File: config.mk
export PLATFORM = sky130hd
export DESIGN_NAME = nnspc_seq_ctrl_flat
export DESIGN_NICKNAME = d
export VERILOG_FILES = /design/src/rtl/nnspc_seq_ctrl_if.sv /design/src/rtl/nnspc_seq_ctrl.sv /design/src/flat_wrapper.sv
export SDC_FILE = /design/constraint.sdc
export NUM_CORES = 1
export LEC_CHECK = 0
export CORE_UTILIZATION = 54
export CTS_CLUSTER_DIAMETER = 60
export DETAILED_ROUTE_END_ITERATION = 16
export PLACE_DENSITY = 0.89
export SETUP_SLACK_MARGIN = 0.1
export SYNTH_ARGS = -nofsm -noshare
export SYNTH_HDL_FRONTEND = slang
export SYNTH_SLANG_ARGS = --single-unit
export TNS_END_PERCENT = 50
File: constraint.sdc
create_clock -name Clk -period 3.9 [get_ports Clk]
set_clock_uncertainty 0.2 [all_clocks]
set_input_delay 0.78 -clock Clk [delete_from_list [all_inputs] [get_ports Clk]]
set_output_delay 0.78 -clock Clk [all_outputs]
set_load 0.02 [all_outputs]
File: src/rtl/nnspc_seq_ctrl_if.sv
// Host/sequencer/nnspc signal bundle for the nnspc configuration sequencer.
interface nnspc_seq_ctrl_if;
   // Host requests
   logic       Start;
   logic [9:0] Word_in;
   logic       Scan_start;
   logic [3:0] Scan_dac;
   logic       Scan_re;
   logic [4:0] Nsel_first;
   logic [4:0] Nsel_last;
   logic       Meas_ack;
   logic       Abort;
   // Status back to the host
   logic       Busy;
   logic       Done;
   logic       Err;
   logic       Meas_req;
   logic [4:0] Cur_nsel;
   logic [9:0] Cfg_word;
   // nnspc configuration port
   logic       Spc_resetn;
   logic       Spc_cfg;

   modport master (
      output Start, Word_in, Scan_start, Scan_dac, Scan_re, Nsel_first, Nsel_last, Meas_ack,
             Abort,
      input  Busy, Done, Err, Meas_req, Cur_nsel, Cfg_word, Spc_resetn, Spc_cfg
   );

   modport slave (
      input  Start, Word_in, Scan_start, Scan_dac, Scan_re, Nsel_first, Nsel_last, Meas_ack,
             Abort,
      output Busy, Done, Err, Meas_req, Cur_nsel, Cfg_word, Spc_resetn, Spc_cfg
   );
endinterface

File: src/rtl/nnspc_seq_ctrl.sv
// nnspc configuration sequencer: loads {NSEL, DAC, RE} serially (LSB first) after a reset
// pulse, either once on host command or repeatedly across a sensor range with a measurement
// handshake per sensor.
module nnspc_seq_ctrl #(
   parameter int unsigned RST_CYCLES    = 2,
   parameter int unsigned SETTLE_CYCLES = 4,
   parameter int unsigned ACK_TIMEOUT   = 255
) (
   input logic             Clk,
   input logic             Resetn,
   nnspc_seq_ctrl_if.slave bus
);

   typedef enum logic [2:0] {
      StIdle, StLrst, StShift, StSettle, StMeas, StNext, StFin
   } state_e;

   localparam logic [7:0] RstLast    = 8'(RST_CYCLES - 1);
   localparam logic [7:0] SettleLast = 8'(SETTLE_CYCLES - 1);
   localparam logic [7:0] AckLast    = 8'(ACK_TIMEOUT - 1);
   localparam bit         SettleEn   = (SETTLE_CYCLES != 0);
   localparam bit         AckTmoEn   = (ACK_TIMEOUT != 0);

   state_e     state_q, state_d;
   logic [7:0] cnt_q, cnt_d;
   logic [3:0] bit_cnt_q, bit_cnt_d;
   logic [9:0] word_q, word_d;
   logic       scan_q, scan_d;
   logic       busy_q, busy_d;
   logic       done_q, done_d;
   logic       err_q, err_d;
   logic       meas_req_q, meas_req_d;
   logic [4:0] cur_nsel_q, cur_nsel_d;
   logic [9:0] cfg_word_q, cfg_word_d;
   logic       spc_resetn_q, spc_resetn_d;
   logic       spc_cfg_q, spc_cfg_d;

   logic       start_load;
   state_e     post_load;

   // Next-state and registered-output logic for the load/scan sequencer.
   always_comb begin
      state_d      = state_q;
      cnt_d        = cnt_q;
      bit_cnt_d    = bit_cnt_q;
      word_d       = word_q;
      scan_d       = scan_q;
      busy_d       = busy_q;
      done_d       = 1'b0;
      err_d        = 1'b0;
      meas_req_d   = meas_req_q;
      cur_nsel_d   = cur_nsel_q;
      cfg_word_d   = cfg_word_q;
      spc_resetn_d = spc_resetn_q;
      spc_cfg_d    = spc_cfg_q;
      start_load   = 1'b0;
      post_load    = scan_q ? StMeas : StFin;

      if (bus.Abort && (state_q != StIdle)) begin
         // Partial word is dropped; Cfg_word is only written on a complete shift.
         state_d      = StIdle;
         spc_resetn_d = 1'b1;
         meas_req_d   = 1'b0;
         done_d       = 1'b1;
      end else begin
         unique case (state_q)
            StIdle: begin
               // Busy drops one edge after the Done pulse; requests wait until then.
               busy_d = 1'b0;
               if (!busy_q) begin
                  if (bus.Start) begin
                     word_d     = bus.Word_in;
                     scan_d     = 1'b0;
                     start_load = 1'b1;
                  end else if (bus.Scan_start) begin
                     if (bus.Nsel_first <= bus.Nsel_last) begin
                        word_d     = {bus.Nsel_first, bus.Scan_dac, bus.Scan_re};
                        scan_d     = 1'b1;
                        start_load = 1'b1;
                     end else begin
                        err_d = 1'b1;
                     end
                  end
               end
            end
            StLrst: begin
               if (cnt_q == RstLast) begin
                  state_d      = StShift;
                  spc_resetn_d = 1'b1;
                  spc_cfg_d    = word_q[0];
                  bit_cnt_d    = 4'd0;
               end else begin
                  cnt_d = cnt_q + 8'd1;
               end
            end
            StShift: begin
               if (bit_cnt_q == 4'd9) begin
                  cfg_word_d = word_q;
                  cnt_d      = 8'd0;
                  state_d    = SettleEn ? StSettle : post_load;
               end else begin
                  bit_cnt_d = bit_cnt_q + 4'd1;
                  spc_cfg_d = word_q[bit_cnt_d];
               end
            end
            StSettle: begin
               if (cnt_q == SettleLast) begin
                  state_d = post_load;
               end else begin
                  cnt_d = cnt_q + 8'd1;
               end
            end
            StMeas: begin
               // An ack on the final allowed cycle still counts as a good handshake.
               if (bus.Meas_ack) begin
                  meas_req_d = 1'b0;
                  state_d    = StNext;
               end else if (AckTmoEn && (cnt_q == AckLast)) begin
                  err_d      = 1'b1;
                  meas_req_d = 1'b0;
                  state_d    = StNext;
               end else begin
                  cnt_d = cnt_q + 8'd1;
               end
            end
            StNext: begin
               if ((word_q[9:5] >= bus.Nsel_last) || (word_q[9:5] == 5'd31)) begin
                  state_d = StFin;
               end else begin
                  word_d     = {word_q[9:5] + 5'd1, word_q[4:0]};
                  start_load = 1'b1;
               end
            end
            StFin: begin
               done_d  = 1'b1;
               state_d = StIdle;
            end
            default: state_d = StIdle;
         endcase
      end

      if (start_load) begin
         state_d      = StLrst;
         cnt_d        = 8'd0;
         busy_d       = 1'b1;
         spc_resetn_d = 1'b0;
         cur_nsel_d   = word_d[9:5];
      end

      if ((state_d == StMeas) && (state_q != StMeas)) begin
         meas_req_d = 1'b1;
         cnt_d      = 8'd0;
      end
   end

   // State and output registers with asynchronous active-low reset.
   always_ff @(posedge Clk or negedge Resetn) begin
      if (!Resetn) begin
         state_q      <= StIdle;
         cnt_q        <= 8'd0;
         bit_cnt_q    <= 4'd0;
         word_q       <= 10'd0;
         scan_q       <= 1'b0;
         busy_q       <= 1'b0;
         done_q       <= 1'b0;
         err_q        <= 1'b0;
         meas_req_q   <= 1'b0;
         cur_nsel_q   <= 5'd0;
         cfg_word_q   <= 10'd0;
         spc_resetn_q <= 1'b1;
         spc_cfg_q    <= 1'b0;
      end else begin
         state_q      <= state_d;
         cnt_q        <= cnt_d;
         bit_cnt_q    <= bit_cnt_d;
         word_q       <= word_d;
         scan_q       <= scan_d;
         busy_q       <= busy_d;
         done_q       <= done_d;
         err_q        <= err_d;
         meas_req_q   <= meas_req_d;
         cur_nsel_q   <= cur_nsel_d;
         cfg_word_q   <= cfg_word_d;
         spc_resetn_q <= spc_resetn_d;
         spc_cfg_q    <= spc_cfg_d;
      end
   end

   assign bus.Busy       = busy_q;
   assign bus.Done       = done_q;
   assign bus.Err        = err_q;
   assign bus.Meas_req   = meas_req_q;
   assign bus.Cur_nsel   = cur_nsel_q;
   assign bus.Cfg_word   = cfg_word_q;
   assign bus.Spc_resetn = spc_resetn_q;
   assign bus.Spc_cfg    = spc_cfg_q;

endmodule

File: src/flat_wrapper.sv
// flat-port wrapper written by rule: the top's interface ports become plain ports
module nnspc_seq_ctrl_flat 
#(
   parameter int unsigned RST_CYCLES    = 2,
   parameter int unsigned SETTLE_CYCLES = 4,
   parameter int unsigned ACK_TIMEOUT   = 255
)
  (Clk, Resetn, bus_Start, bus_Word_in, bus_Scan_start, bus_Scan_dac, bus_Scan_re, bus_Nsel_first, bus_Nsel_last, bus_Meas_ack, bus_Abort, bus_Busy, bus_Done, bus_Err, bus_Meas_req, bus_Cur_nsel, bus_Cfg_word, bus_Spc_resetn, bus_Spc_cfg);
  nnspc_seq_ctrl_if bus_i ();
  input logic Clk;
  input logic Resetn;
  input wire logic [$bits(bus_i.Start)-1:0] bus_Start;
  input wire logic [$bits(bus_i.Word_in)-1:0] bus_Word_in;
  input wire logic [$bits(bus_i.Scan_start)-1:0] bus_Scan_start;
  input wire logic [$bits(bus_i.Scan_dac)-1:0] bus_Scan_dac;
  input wire logic [$bits(bus_i.Scan_re)-1:0] bus_Scan_re;
  input wire logic [$bits(bus_i.Nsel_first)-1:0] bus_Nsel_first;
  input wire logic [$bits(bus_i.Nsel_last)-1:0] bus_Nsel_last;
  input wire logic [$bits(bus_i.Meas_ack)-1:0] bus_Meas_ack;
  input wire logic [$bits(bus_i.Abort)-1:0] bus_Abort;
  output wire logic [$bits(bus_i.Busy)-1:0] bus_Busy;
  output wire logic [$bits(bus_i.Done)-1:0] bus_Done;
  output wire logic [$bits(bus_i.Err)-1:0] bus_Err;
  output wire logic [$bits(bus_i.Meas_req)-1:0] bus_Meas_req;
  output wire logic [$bits(bus_i.Cur_nsel)-1:0] bus_Cur_nsel;
  output wire logic [$bits(bus_i.Cfg_word)-1:0] bus_Cfg_word;
  output wire logic [$bits(bus_i.Spc_resetn)-1:0] bus_Spc_resetn;
  output wire logic [$bits(bus_i.Spc_cfg)-1:0] bus_Spc_cfg;
  assign bus_i.Start = bus_Start;
  assign bus_i.Word_in = bus_Word_in;
  assign bus_i.Scan_start = bus_Scan_start;
  assign bus_i.Scan_dac = bus_Scan_dac;
  assign bus_i.Scan_re = bus_Scan_re;
  assign bus_i.Nsel_first = bus_Nsel_first;
  assign bus_i.Nsel_last = bus_Nsel_last;
  assign bus_i.Meas_ack = bus_Meas_ack;
  assign bus_i.Abort = bus_Abort;
  assign bus_Busy = bus_i.Busy;
  assign bus_Done = bus_i.Done;
  assign bus_Err = bus_i.Err;
  assign bus_Meas_req = bus_i.Meas_req;
  assign bus_Cur_nsel = bus_i.Cur_nsel;
  assign bus_Cfg_word = bus_i.Cfg_word;
  assign bus_Spc_resetn = bus_i.Spc_resetn;
  assign bus_Spc_cfg = bus_i.Spc_cfg;
  nnspc_seq_ctrl #(.RST_CYCLES(RST_CYCLES), .SETTLE_CYCLES(SETTLE_CYCLES), .ACK_TIMEOUT(ACK_TIMEOUT)) u_core (.Clk(Clk), .Resetn(Resetn), .bus(bus_i));
endmodule
==> run metrics, run 1 <==
ANT nets after route=0; layout cell share with drive strength beyond 1=12.27%; post_cts resized=0; commonest non-fill, non-tap cells in the layout=clkdlybuf4s50_1, dfrtp_1, nand2_1; most frequent CP cell=a21oi_1; minimum clock period=3.277 ns; syn nets=381; #FFs+latches synth=47; internal power=1.437 mW; Placed Instances=447; Post-CTS Setup Inserts=0; routed len/inst=18.25 um; io pins=52; post-synthesis sequential area ratio=37.13%; initial DRC count=246; synthesized instance count=333; area grow syn2layout=20.84%; Leakage=1.691 nW; pin count of the biggest net entering global routing=48; Sw Ratio=42.40%; Final Hold Viols=0; Net Switching=1.058 mW; final antenna diode count=0; CP required=3.89 ns; WS Path Type=in2reg; row count=27; vias in the first global route=2770; Die Span X=78.63 um; fin. max-slew vios=0; CP Launch Point=bus_Nsel_last[3]; Post-synth EDFFs=0; CTS Buf Count=5; count of input and output buffers=51; commonest non-fill, non-tap cell in the layout=clkdlybuf4s50_1; # H-tree levels=2; CTS tree=done; Final Non-Filler Cells=455; final WL=8303 um; WHS=0.3128 ns; initial antenna violation count=0; CP Capture Type=flip-flop; Root Driver=clkbuf_8; final core utilization=68.73%; Nets=430; # DRC=0; hold_sp=u_core.bus.Cur_nsel[3]; fmax=305.2 MHz; HP Class=reg2reg; Buf/Inv on CP=2; MaxCap Viol Count=0; Worst-Skew Late Latency=0.31 ns; slowest CP cell=clkdlybuf4s50_1; DP Wirelength=6165 um; Syn. warnings=0; Yosys cell types=71; full die area=0.006182 mm^2; endpoints failing setup=0; first-pass GRT wire length=13410 um; total track usage=28.31%; sequential cell fraction of total power=34.8%; startpoint types=input port; synthesized area per cell=9.521 um^2; placed cell areas=0.003714 mm^2; clock power share=15.0%; Core Region=0.005574 mm^2; worst-path cell chain=clkdlybuf4s50_1 > inv_1 > ha_1 > a2111oi_0 > o21ai_1 > a21oi_1 > a21oi_1 > nor2_4 > mux2_2; CP max FO=9; Hold-fix buffers, CTS=0; CTS Sinks=47; asr flop ratio synth=100.0%; vias per inst=6.292; fin area=0.003831 mm^2; RR Startpoint=u_core.word_q[5]; ys flop type=dfrtp_1; Max IR drop VDD=377.9 uV; worst path arrival time=3.27 ns; fill count=435; via count=2863; CP top delay family=compound AO/OA/AOI/OAI gates; Tcrit/Tclk final=84.02%; grt ovf=0; Clock transition at path regs=0.08 ns; Final GP Congestion=0.9223; Critical Path Max Stage Delay=0.47 ns; RSZ-0062 raised after global routing=false; Worst-Margin Slew=1.023 ns; Initial Util=56.88%; status=completed; Slew HR=31.79%; Chip Height=78.63 um; synthesized area=0.003171 mm^2; power per cell area=651.4 mW/mm^2; Logic pwr share=50.3%; clock tree buffer depth=2; drt first pass iters=5; setup TNS=0 ns
worst register-to-register path, delay by kind of cell, from the launching register on:
kind | cells | cell delay, ns
AOI/OAI and AO/OA | 4 | 0.99
adders and majority gates | 2 | 0.47
DFF | 1 | 0.50
muxes | 1 | 0.38
and+or+nand+nor | 2 | 0.44
final timing paths:
check,endpoint,slack [ns],depth (start not counted)
max,u_core.bus.Cur_nsel[0],0.62,9
min,u_core.bus.Cur_nsel[3],0.31,1
max reg2reg,u_core.bus.Cur_nsel[0],0.81,9
min reg2reg,u_core.bus.Cur_nsel[3],0.31,1
max in group asynchronous,u_core.bus.Spc_cfg,2.42,1
min in group asynchronous,u_core.bus.Cfg_word[7],0.44,1
kinds of logic after synthesis:
group,Yosys count,synth area share (%)
buffers and inverters,30,4.498
xor gates and xnor gates,3,0.8289
and+or+nand+nor,120,20.36
muxes,25,9.510
AOI/OAI and AO/OA,91,20.96
adders and majority gates,17,6.709
DFF,47,37.13
cell usage after synthesis, types with 2 or more instances:
library cell / number / area (um^2)
a211oi_1: 7 / 52.55
a21boi_0: 2 / 15.01
a21o_1: 4 / 30.03
a21oi_1: 18 / 90.09
a221o_1: 9 / 90.09
a221oi_1: 2 / 17.52
a31oi_1: 3 / 18.77
a32o_1: 3 / 30.03
and2_1: 3 / 18.77
and3_1: 5 / 31.28
and4_1: 2 / 17.52
clkbuf_1: 8 / 30.03
dfrtp_1: 46 / 1151
ha_1: 17 / 212.7
inv_1: 18 / 67.56
mux2_2: 17 / 191.4
mux2i_1: 5 / 50.05
mux4_2: 2 / 45.04
nand2_1: 28 / 105.1
nand2b_1: 6 / 37.54
nand3_1: 11 / 55.05
nand3b_1: 2 / 15.01
nand4_1: 2 / 12.51
nor2_1: 24 / 90.09
nor2b_1: 10 / 62.56
nor3_1: 10 / 50.05
nor3b_1: 2 / 15.01
o211ai_1: 3 / 22.52
o21a_1: 2 / 15.01
o21ai_0: 11 / 55.05
o21ai_1: 7 / 35.03
o2bb2ai_1: 3 / 26.28
xor2_1: 3 / 26.28
registers in the layout, indices dropped and copies added (netlist names):
signal,flops
u_core.bus.Spc_cfg,1
u_core.bit_cnt_q,4
u_core.word_q,10
u_core.bus.Cfg_word,10
u_core.bus.Spc_resetn,1
u_core.state_q,3
u_core.bus.Err,1
u_core.bus.Cur_nsel,5
u_core.cnt_q,8
u_core.scan_q,1
u_core.bus.Busy,1
u_core.bus.Meas_req,1
u_core.bus.Done,1
power groups by stage:
stage               combinational [mW]  clock [mW]  sequential [mW]
finish                            1.25       0.374            0.867
global route                      1.37       0.396            0.889
CTS                               1.24       0.378            0.860
detailed placement                1.23           0            0.867
global placement                  1.18           0            0.856
floorplan                        0.856           0            0.832
metrics by stage:
stage	total power [mW]	setup WS (ns)
after global placement	2.036	0.4172
after floorplan	1.688	0.9322
after detailed placement	2.101	0.3041
after global routing	2.652	0.4696
after CTS	2.477	0.6360
final	2.496	0.6233
layout make-up:
type                            count  area, um^2  area share (%)
Timing Repair Buffer               54       528.0           13.78
Clock buffer                        6       82.58           2.155
Clock inverter                      2       35.03          0.9144
Inverter                           18       67.56           1.764
Multi-Input combinational cell    256        1851           48.30
Sequential cell                    47        1177           30.73
Tap cell                           72       90.09           2.351
metal layers:
| layer | track usage [%] | routed length (um) | vias up |
|---|---|---|---|
| li1 | - | - | 1328 |
| met1 | 39.51 | 3477 | 1338 |
| met2 | 43.57 | 3804 | 177 |
| met3 | 6.047 | 852 | 20 |
| met4 | 9.259 | 168 | 0 |
| met5 | 0 | 0 | - |
(Power assumes the default switching activity.)
==> run 2: changes to the inputs <==
CORE_UTILIZATION = 49   (was 54)
PLACE_DENSITY = 0.85   (was 0.89)
clock period = 2.8 ns   (was 3.9 ns; I/O delays follow)
==> run 2 against run 1 <==
First-iteration DRC count increased by 50%. Cell count increased by 11%. Sequential power increased by 34%.
==> run metrics, run 2 (same netlist as run 1, synthesis figures left out) <==
fin. max-slew vios=0 (unchanged); fill count=460 (+5.7%); RSZ-0062 raised after global routing=true; fmax=374.2 MHz; Sw Ratio=41.94% (-0.46 points); Nets=477 (+11%); Final GP Congestion=0.8901 (-3.5%); row count=28 (+3.7%); Hold-fix buffers, CTS=0 (unchanged); Root Driver=clkbuf_8; commonest non-fill, non-tap cells in the layout=buf_4, dfrtp_1, clkdlybuf4s50_1; Worst-Margin Slew=0.7350 ns (-0.2881 ns); Initial Util=52.01% (-4.9 points); drt first pass iters=5 (unchanged); grt ovf=0 (unchanged); startpoint types=input port; power per cell area=885.8 mW/mm^2 (+36%); Logic pwr share=56.1% (+5.8 points); endpoints failing setup=0 (unchanged); MaxCap Viol Count=0 (unchanged); io pins=52 (unchanged); Max IR drop VDD=693.0 uV (+83%); vias in the first global route=3089 (+12%); Worst-Skew Late Latency=0.31 ns (about the same); commonest non-fill, non-tap cell in the layout=buf_4; Net Switching=1.602 mW (+51%); # H-tree levels=2 (unchanged); minimum clock period=2.673 ns; area grow syn2layout=36.03%; routed len/inst=18.85 um (+3.3%); sequential cell fraction of total power=30.3% (-4.5 points); Critical Path Max Stage Delay=0.36 ns (-0.11 ns); clock tree buffer depth=2 (unchanged); Tcrit/Tclk final=95.45%; Leakage=1.938 nW (+15%); clock power share=13.6% (-1.4 points); CTS Buf Count=5 (unchanged); CTS Sinks=47 (unchanged); # DRC=0 (unchanged); Clock transition at path regs=0.09 ns (about the same); first-pass GRT wire length=15260 um (+14%); WHS=0.1306 ns (-0.1823 ns); Final Hold Viols=0 (unchanged); slowest CP cell=a221o_1; Core Region=0.006096 mm^2 (+9.4%); CP top delay family=compound AO/OA/AOI/OAI gates; via count=3130 (+9.3%); CP Launch Point=bus_Nsel_first[0]; CP max FO=4 (-5); layout cell share with drive strength beyond 1=27.44% (+15 points); initial antenna violation count=0 (unchanged); ANT nets after route=0 (unchanged); Slew HR=50.62% (+19 points); worst-path cell chain=dlygate4sd2_1 > inv_1 > ha_1 > and4_4 > a22o_4 > a21o_4 > a211o_1 > a221o_1 > mux2_4; vias per inst=6.198 (-1.5%); RR Startpoint=u_core.word_q[5]; total track usage=30.33% (+2.0 points); Die Span X=82.44 um (+4.9%); WS Path Type=in2reg; Chip Height=82.44 um (+4.9%); final antenna diode count=0 (unchanged); CP Capture Type=flip-flop; worst path arrival time=2.67 ns (-0.60 ns); pin count of the biggest net entering global routing=48 (unchanged); HP Class=in2async; status=completed; DP Wirelength=6543 um (+6.1%); Buf/Inv on CP=2 (unchanged); internal power=2.218 mW (+54%); CTS tree=done; count of input and output buffers=51 (unchanged); total power=3.820 mW (+53%); setup TNS=0 ns (unchanged); final WL=9520 um (+15%); initial DRC count=369 (+50%); full die area=0.006796 mm^2 (+9.9%); CP required=2.80 ns (-1.09 ns)
[run 2: final timing paths]
path / end / slack, ns / cells after the start
hold / removal: u_core.bus.Cfg_word[6] / 0.13 / 2
hold reg to reg: u_core.bus.Cfg_word[1] / 0.32 / 1
setup / recovery: u_core.bus.Cur_nsel[4] / 0.13 / 9
setup reg to reg: u_core.bus.Cur_nsel[0] / 0.21 / 9
min in group Clk: u_core.bus.Cfg_word[1] / 0.32 / 1
max in group asynchronous: u_core.word_q[8] / 1.86 / 2
[run 2: final cells by class]
cell class                      count  area (um^2)  share of cell area [%]
Sequential cell                    47         1177                   27.30
Clock buffer                        5        68.82                   1.596
Timing Repair Buffer              101        872.1                   20.22
Inverter                           18        67.56                   1.567
Multi-Input combinational cell    256         1989                   46.13
Clock inverter                      3        43.79                   1.015
Tap cell                           75        93.84                   2.176
[run 2: worst register-to-register path, delay by kind of cell (launching register included)]
family | cells | cell delay [ns]
fa+ha+maj | 2 | 0.41
flops | 1 | 0.40
mux | 1 | 0.28
compound gates | 3 | 0.51
simple gates | 3 | 0.68
[run 2: timing repair]
action	in CTS	in global routing
setup endpoints to repair	19	17
setup buffers	5	3
pin swaps	3	8
resized for setup	27	13
[run 2: routing by layer]
layer	up-vias	GRT usage, %	part of all wire, %
li1	1422	-	-
met5	-	0	0
met1	1479	39.21	41
met3	39	4.945	7.7
met2	190	49.83	47
met4	0	13.33	3.7
[run 2: stage by stage]
stage / std cells / utilization, % / area (um^2) / setup slack [ns]
global placement: 489 / 65.78 / 4010 / -0.3861
CTS: 502 / 69.52 / 4238 / 0.1034
finish: 505 / 70.75 / 4313 / 0.1274
floorplan: 333 / - / 3171 / 0.1094
detailed placement: 489 / 65.78 / 4010 / -0.4345
global route: 505 / 70.75 / 4313 / 0.07543
[run 2: power by group through the flow]
stage / combinational (mW) / clock (mW) / sequential (mW)
6_report: 2.14 / 0.520 / 1.16
3_5_place_dp: 1.97 / 0 / 1.16
4_1_cts: 2.02 / 0.524 / 1.15
3_3_place_gp: 1.92 / 0 / 1.14
2_1_floorplan: 1.19 / 0 / 1.16
5_1_grt: 2.30 / 0.550 / 1.19
